<file path="src/rtl/ts_ref_pkg.sv">
// Shared constants and elaboration helpers for the ts_ref_counter timestamp reference counter.
package ts_ref_pkg;

  localparam int TS_REF_WIDTH     = 64;
  localparam int TS_REF_SEG_WIDTH = 32;
  localparam int TS_REF_TIMEOUT   = 1024;

  // Returns the segment count, or 0 when the width is not an exact multiple
  // of the segment width; the top refuses to elaborate on 0.
  function automatic int ts_ref_nseg(input int width, input int seg_width);
    if (seg_width <= 0 || width <= 0) return 0;
    if ((width % seg_width) != 0) return 0;
    return width / seg_width;
  endfunction

endpackage

</file>
<file path="src/rtl/sync.sv">
// Two-flop synchroniser with single-cycle rising or falling pulse output.
module sync #(
  parameter int STAGES    = 2,
  parameter bit FALL_EDGE = 1'b0
) (
  input  logic clk_i,
  input  logic rst_i,
  input  logic async_i,
  output logic pulse_o
);

  logic [STAGES-1:0] meta_q, meta_d;
  logic              prev_q, prev_d;

  if (STAGES < 2) begin : g_bad_stages
    $error("sync needs at least two stages");
  end

  always_comb begin
    meta_d = {meta_q[STAGES-2:0], async_i};
    prev_d = meta_q[STAGES-1];
  end

  always_ff @(posedge clk_i or posedge rst_i) begin
    if (rst_i) begin
      meta_q <= '0;
      prev_q <= 1'b0;
    end else begin
      meta_q <= meta_d;
      prev_q <= prev_d;
    end
  end

  assign pulse_o = FALL_EDGE ? (prev_q & ~meta_q[STAGES-1])
                             : (~prev_q & meta_q[STAGES-1]);

endmodule

</file>
<file path="src/rtl/ts_ref_seg.sv">
// One carry-pipelined count segment: clear has priority over increment.
module ts_ref_seg #(
  parameter int SEG_WIDTH = 32
) (
  input  logic                 clk_i,
  input  logic                 rst_i,
  input  logic                 clr_i,
  input  logic                 en_i,
  output logic [SEG_WIDTH-1:0] q_o,
  output logic                 carry_o
);

  localparam logic [SEG_WIDTH-1:0] ONE = SEG_WIDTH'(1);

  logic [SEG_WIDTH-1:0] q_q, q_d;

  always_comb begin
    q_d = q_q;
    if (clr_i) begin
      q_d = '0;
    end else if (en_i) begin
      q_d = q_q + ONE;
    end
  end

  always_ff @(posedge clk_i or posedge rst_i) begin
    if (rst_i) begin
      q_q <= '0;
    end else begin
      q_q <= q_d;
    end
  end

  assign q_o     = q_q;
  assign carry_o = en_i & (&q_q);

endmodule

</file>
<file path="src/rtl/ts_ref_counter.sv">
// Segmented reference-clock edge counter with latched ref, overrun flag and
// optional lost-clock watchdog (enabled by defining TS_REF_WATCHDOG_EN).
module ts_ref_counter
  import ts_ref_pkg::*;
#(
  parameter int WIDTH     = TS_REF_WIDTH,
  parameter int SEG_WIDTH = TS_REF_SEG_WIDTH,
  parameter int TIMEOUT   = TS_REF_TIMEOUT
) (
  input  logic             sampling_clk,
  input  logic             rst,
  input  logic             clk_in_async,
  input  logic             ref_reset_async,
  output logic [WIDTH-1:0] ref_o,
  output logic             ref_valid,
  output logic             err_overrun,
  output logic             clk_lost
);

  localparam int NSEG = ts_ref_nseg(WIDTH, SEG_WIDTH);

  if (NSEG == 0) begin : g_bad_width
    $error("ts_ref_counter: WIDTH must be a positive multiple of SEG_WIDTH");
  end
  if (TIMEOUT < 1) begin : g_bad_timeout
    $error("ts_ref_counter: TIMEOUT must be at least 1");
  end

  logic edge_pulse, clr_pulse, take_edge;

  sync #(.FALL_EDGE(1'b0)) u_sync_clk (
    .clk_i   (sampling_clk),
    .rst_i   (rst),
    .async_i (clk_in_async),
    .pulse_o (edge_pulse)
  );

  sync #(.FALL_EDGE(1'b1)) u_sync_clr (
    .clk_i   (sampling_clk),
    .rst_i   (rst),
    .async_i (ref_reset_async),
    .pulse_o (clr_pulse)
  );

  // A count reset in the same cycle as an edge swallows the edge.
  assign take_edge = edge_pulse & ~clr_pulse;

  logic [SEG_WIDTH-1:0] seg_q [NSEG];
  logic [NSEG-1:0]      seg_en, seg_co;
  logic [NSEG-1:0]      carry_q, carry_d;
  logic [WIDTH-1:0]     count_w;

  for (genvar k = 0; k < NSEG; k++) begin : g_seg
    assign seg_en[k] = (k == 0) ? take_edge : carry_q[k];

    ts_ref_seg #(.SEG_WIDTH(SEG_WIDTH)) u_seg (
      .clk_i   (sampling_clk),
      .rst_i   (rst),
      .clr_i   (clr_pulse),
      .en_i    (seg_en[k]),
      .q_o     (seg_q[k]),
      .carry_o (seg_co[k])
    );

    assign count_w[k*SEG_WIDTH +: SEG_WIDTH] = seg_q[k];
  end

  logic [WIDTH-1:0] ref_q, ref_d;
  logic             ref_valid_q, ref_valid_d;
  logic             err_q, err_d;

  // Carry out of segment k feeds segment k+1 next cycle; the shift drops the
  // top segment's carry, giving a silent wrap.
  always_comb begin
    ref_d       = ref_q;
    ref_valid_d = take_edge;
    err_d       = err_q;
    carry_d     = '0;
    if (clr_pulse) begin
      err_d = 1'b0;
    end else begin
      carry_d = seg_co << 1;
      if (take_edge) begin
        ref_d = count_w;
        if (|carry_q) begin
          err_d = 1'b1;
        end
      end
    end
  end

  always_ff @(posedge sampling_clk or posedge rst) begin
    if (rst) begin
      ref_q       <= '0;
      ref_valid_q <= 1'b0;
      err_q       <= 1'b0;
      carry_q     <= '0;
    end else begin
      ref_q       <= ref_d;
      ref_valid_q <= ref_valid_d;
      err_q       <= err_d;
      carry_q     <= carry_d;
    end
  end

  assign ref_o       = ref_q;
  assign ref_valid   = ref_valid_q;
  assign err_overrun = err_q;

`ifdef TS_REF_WATCHDOG_EN
  localparam int              WD_W   = $clog2(TIMEOUT + 1);
  localparam logic [WD_W-1:0] WD_MAX = WD_W'(TIMEOUT);
  localparam logic [WD_W-1:0] WD_ONE = WD_W'(1);

  logic [WD_W-1:0] wd_q, wd_d;

  // Saturating count of sampling cycles since the last edge or count reset.
  always_comb begin
    wd_d = wd_q;
    if (edge_pulse | clr_pulse) begin
      wd_d = '0;
    end else if (wd_q != WD_MAX) begin
      wd_d = wd_q + WD_ONE;
    end
  end

  always_ff @(posedge sampling_clk or posedge rst) begin
    if (rst) begin
      wd_q <= '0;
    end else begin
      wd_q <= wd_d;
    end
  end

  assign clk_lost = (wd_q == WD_MAX);
`else
  assign clk_lost = 1'b0;
`endif

endmodule

</file>
<file path="config.mk">
export PLATFORM = sky130hd
export DESIGN_NAME = ts_ref_counter
export DESIGN_NICKNAME = d
export VERILOG_FILES = /design/src/rtl/ts_ref_pkg.sv /design/src/rtl/sync.sv /design/src/rtl/ts_ref_seg.sv /design/src/rtl/ts_ref_counter.sv
export SDC_FILE = /design/constraint.sdc
export NUM_CORES = 1
export LEC_CHECK = 0
export ABC_CLOCK_PERIOD_IN_PS = 11810
export CAP_MARGIN = 20
export CORE_MARGIN = 2
export CORE_UTILIZATION = 55
export DETAILED_ROUTE_END_ITERATION = 16
export PLACE_DENSITY = 0.86
export REMOVE_ABC_BUFFERS = 1
export SLEW_MARGIN = 20
export SYNTH_ARGS = -nofsm -noshare
export SYNTH_HDL_FRONTEND = slang
export SYNTH_SLANG_ARGS = --single-unit
export TNS_END_PERCENT = 20
</file>
<file path="constraint.sdc">
create_clock -name sampling_clk -period 11.81 [get_ports sampling_clk]
set_input_delay 2.9525 -clock sampling_clk [delete_from_list [all_inputs] [get_ports sampling_clk]]
set_output_delay 2.9525 -clock sampling_clk [all_outputs]
set_load 0.02 [all_outputs]
</file>
# [Yosys cells after proc, flatten, opt, wreduce, memory -nomap -nowiden]
# Index checks and enable logic that the tools add are counted.
[totals] ff_bits=138 output_inout_bits=67
[op_classes] add_sub_neg=2 n_mux=8 bitwise_logic=7 reduce_logical=7
[op_table] cell="$mux W32" count=4
[op_table] cell="$add A32 B1 Y32 const B" count=2
[op_table] cell="$reduce_and A32 Y1" count=1
[op_table] cell="$reduce_bool A2 Y1" count=3
[op_table] cell="$and A1 B1 Y1" count=4
[op_table] cell="$reduce_and A2 Y1" count=2
[op_table] cell="$mux W1" count=3
[op_table] cell="$not A1 Y1" count=3
[op_table] cell="$mux W2" count=1
[op_table] cell="$reduce_or A2 Y1" count=1

# [Longest topological paths before layout]
[logic_depth] depth_word=6 ltp_mapped=8 mapped_depth_nobuf=5

# [Hierarchy]
# A second synthesis with hierarchy kept.
[unflattened] cells_unflattened=527 hier_area_um2=6468.7
[by_module_without_submodules] module="ts_ref_counter" instances=1 cells_per_inst=145 area_each_um2=2753.9
[by_module_without_submodules] module="ts_ref_seg at g_seg[0].u_seg" instances=1 cells_per_inst=184 area_each_um2=1769.2
[by_module_without_submodules] module="ts_ref_seg at g_seg[1].u_seg" instances=1 cells_per_inst=188 area_each_um2=1760.4
[by_module_without_submodules] module="sync" instances=2 cells_per_inst=5 area_each_um2=92.6

# [Least setup slack after synthesis]
# No wires, ideal clock.
[synth_path] path_kind="reg2out" from="register ref_q[0], in the netlist ref_o[0]" to="output port ref_o[0]" arrival_time_ps=425 slack_ps=8432 path_stages_with_launch=1 n_path_buf=0 cell_sequence="dfrtp_1"
[synth_rtl] element="start, declared" line="ts_ref_counter.sv:68" rtl="logic [WIDTH-1:0] ref_q, ref_d;"
[synth_rtl] element="start signal, assigned" line="ts_ref_counter.sv:99" rtl="ref_q <= ref_d;"
[synth_rtl] element="end, declared" line="ts_ref_counter.sv:14" rtl="output logic [WIDTH-1:0] ref_o,"
# No word-level cell between the ends.

# [Worst setup path after layout]
[layout_path] from="register ref_q[28], in the netlist ref_o[28]" to="output port ref_o[28]"
# No word-level cell between the ends.

==> results.py <==
metrics = {
    "yosys": {
        "synth_cell_types": 43,
        "synthAdderAreaFrac_pct": 0.4052,
        "synth_top_family_by_area": "simple AND/OR/NAND/NOR gates",
        "synth_area_leaders": "dfrtp_1, nand2_1, or4_1",
        "synth-compound-area-share_pct": 8.063,
        "synth_area_mm2": 0.006176,
        "ys.flop_type": "dfrtp_1",
        "netlist_instances": 664,
        "ys_seq_area_share_pct": 55.51,
        "synthSimpleGateAreaFrac_pct": 28.38,
        "synth_common_cells": "nand2_1, dfrtp_1, a21oi_1, clkbuf_1, nor2_1",
        "synth_top_cell_area_share_pct": 55.51,
        "syn_avg_cell_area_um2": 9.301,
        "synth_warnings": 0,
        "synth-xor-area-share_pct": 2.836,
        "yosysTopAreaCell": "dfrtp_1",
        "ys_ff_latch": 137,
        "synth_most_common_cell": "nand2_1",
        "async_reset_ff_share_pct": 100.0,
        "synth_edf_count": 0,
        "synth.area.mux_share_pct": 1.135,
    },
    "power_and_ir_drop": {
        "intPower_mw": 0.8290,
        "comb_power_share_pct": 3.2,
        "p_clk_share_pct": 51.8,
        "seq_power_share_pct": 45.0,
        "leakagePower_nw": 3.382,
        "swShare_pct": 21.59,
        "powerDensity_mw_per_mm2": 140.8,
        "p_switching_mw": 0.2282,
        "irDropWorstVdd_mv": 0.1092,
    },
    "cts": {
        "cts_hold_buf": 0,
        "clk_pin_slew_worst_paths_ns": 0.06,
        "clkLatencyLatePin_ns": 0.53,
        "post_cts_buffers": 0,
        "cts_tree": "built",
        "cts_sinks": 137,
        "numCtsBuffers": 17,
        "cts_max_level": 4,
        "root_buffer": "clkbuf_8",
        "clk_path_buf_depth": 2,
        "cts_resized": 0,
    },
    "sta": {
        "fin_setup_tns_ns": 0,
        "drv_slew": 0,
        "tightest_slew_ns": 1.096,
        "whs_ns": 0.3504,
        "rsz0062_at_grt": "no",
        "fmax_ghz": 0.2226,
        "max-slew-margin-rel_pct": 26.96,
        "fin_ws_ns": 7.319,
        "finalSetupViolCount": 0,
        "min_period_ns": 4.491,
        "clock_skew_ns": 0.008630,
        "fin_crit_sh_pct": 38.03,
        "hold_viol_final": 0,
    },
    "grt": {
        "grt_overflow_total": 0,
        "antenna_found_initial": 0,
        "first_global_vias": 5107,
        "grt_pass1_wl_um": 23870,
        "grt_max_degree": 73,
        "track_usage_pct": 25.33,
    },
    "run_status": {
        "outcome": "finished, final reports clean",
    },
    "setup_path": {
        "worstSetupStartpointType": "flip-flop",
        "crit_family": "buffers and inverters",
        "cp_slowest_cell": "clkdlybuf4s50_1",
        "path_max_fanout": 2,
        "cp.required_ns": 8.86,
        "slowest_delay_ns": 0.62,
        "crit_type": "flip-flop to output port",
        "cp-end-kind": "output port",
        "crit_path_cell_trace": "clkdlybuf4s50_1",
        "crit_arrival_ns": 1.54,
        "path_buf_inv": 1,
    },
    "floorplan": {
        "rows": 38,
        "dieArea_mm2": 0.01209,
        "die_h_um": 110.0,
        "ios": 71,
        "core_mm2": 0.01089,
        "start_util_pct": 56.72,
        "die_w_um": 110.0,
    },
    "detailed_routing": {
        "drt_first_pass_iters": 5,
        "vias": 5182,
        "drtAntennaViolNets": 0,
        "viasPerCell": 5.943,
        "totalWireLength_um": 14130,
        "drt-initial-drc-count": 456,
        "drc": 0,
        "wl_per_cell_um": 16.21,
    },
    "place": {
        "dp_hpwl_um": 8568,
        "io_buffers": 69,
        "post-place-ws_ns": 6.855,
        "gp_congestion": 0.8206,
    },
    "finish": {
        "final-seq-area_mm2": 0.003428,
        "diodes": 0,
        "nFillCells": 811,
        "finish.net_count": 725,
        "synthToLayoutAreaGrowth_pct": 21.54,
        "multiInputGateArea_mm2": 0.002535,
        "drive_above_1_share_pct": 5.738,
    },
    "worst_hold_path": {
        "hp-class": "flip-flop to flip-flop",
    },
    "flow_run": {
        "maxCapViolCount": 0,
    },
}
## placed cells by master, fill, tap and decap left out, drive strengths merged, types with 4 or more instances in the layout
cell type	count
nor2	25
clkinv	5
xnor2	13
buf	4
xor2	7
clkbuf	21
nor4	15
o41ai	6
o31ai	19
or3	9
or4	25
and3	7
nand4b	4
clkdlybuf4s50	69
bufinv	4
o21ai	15
a21oi	32
nand4	19
nor3	5
nand2b	11
dfrtp	137
nand2	218
o311ai	4
nand3	22
mux2i	7
and4	6
inv	9
## layout make-up
cell class / instances / share of cell area [%]
sequential: 137 / 45.67
timing repair buffer: 73 / 9.602
tap: 140 / 2.334
clock buffer: 21 / 5.851
inverter: 9 / 0.4834
clock inverter: 11 / 2.284
multi-input combinational: 481 / 33.77
## kinds of logic (layout without fill, tap and decap cells)
logic type | count (synthesis) | count (layout)
compound gates | 80 | 80
xor+xnor | 20 | 20
fa+ha+maj | 2 | 2
buf+inv | 46 | 114
flops | 137 | 137
mux | 7 | 7
other cells | 1 | 1
simple gates | 371 | 371
## power groups by stage
stage	registers (mW)	logic (mW)	clock network, mW
6_report	0.476	0.0336	0.548
5_1_grt	0.476	0.0382	0.570
4_1_cts	0.476	0.0344	0.552
3_5_place_dp	0.484	0.0340	0
3_3_place_gp	0.484	0.0330	0
2_1_floorplan	0.486	0.0190	0
## metal layers
| metal | up-vias | wire length (um) | GRT usage (%) |
|---|---|---|---|
| li1 | 2421 | - | - |
| met1 | 2527 | 5594 | 31.10 |
| met2 | 205 | 7516 | 44.13 |
| met3 | 29 | 846 | 6.165 |
| met4 | 0 | 174 | 7.685 |
| met5 | - | 0 | 0 |
## through the flow
stage	utilization, %	power, mW	instances	area (um2)
global placement	63.33	0.5173	840	6895
detailed placement	63.33	0.5185	840	6895
finish	68.94	1.057	872	7506
floorplan	-	0.5046	627	5987
CTS	68.94	1.062	872	7506
global route	68.94	1.085	872	7506
## flip-flops by register name (all words and copies together), names as in the netlist
| register | flops |
|---|---|
| carry_q | 1 |
| err_overrun | 1 |
| g_seg.u_seg.q_o | 64 |
| ref_o | 64 |
| ref_valid | 1 |
| u_sync_clk.meta_q | 2 |
| u_sync_clk.prev_q | 1 |
| u_sync_clr.meta_q | 2 |
| u_sync_clr.prev_q | 1 |
## final timing paths
| kind | from | to | slack, ns | depth (start not counted) |
|---|---|---|---|---|
| worst max-delay path | ref_o[28] | ref_o[28] | 7.32 | 1 |
| worst min-delay path | u_sync_clr.meta_q[0] | u_sync_clr.meta_q[1] | 0.35 | 0 |
| worst max register to register | u_sync_clr.meta_q[1] | ref_o[27] | 9.09 | 6 |
| worst min register to register | u_sync_clr.meta_q[0] | u_sync_clr.meta_q[1] | 0.35 | 0 |
| max in group asynchronous | rst | g_seg[0].u_seg.q_o[4] | 7.52 | 3 |
| min in group asynchronous | rst | ref_o[44] | 2.94 | 2 |
No activity file was read; power rests on OpenSTA's default activity.
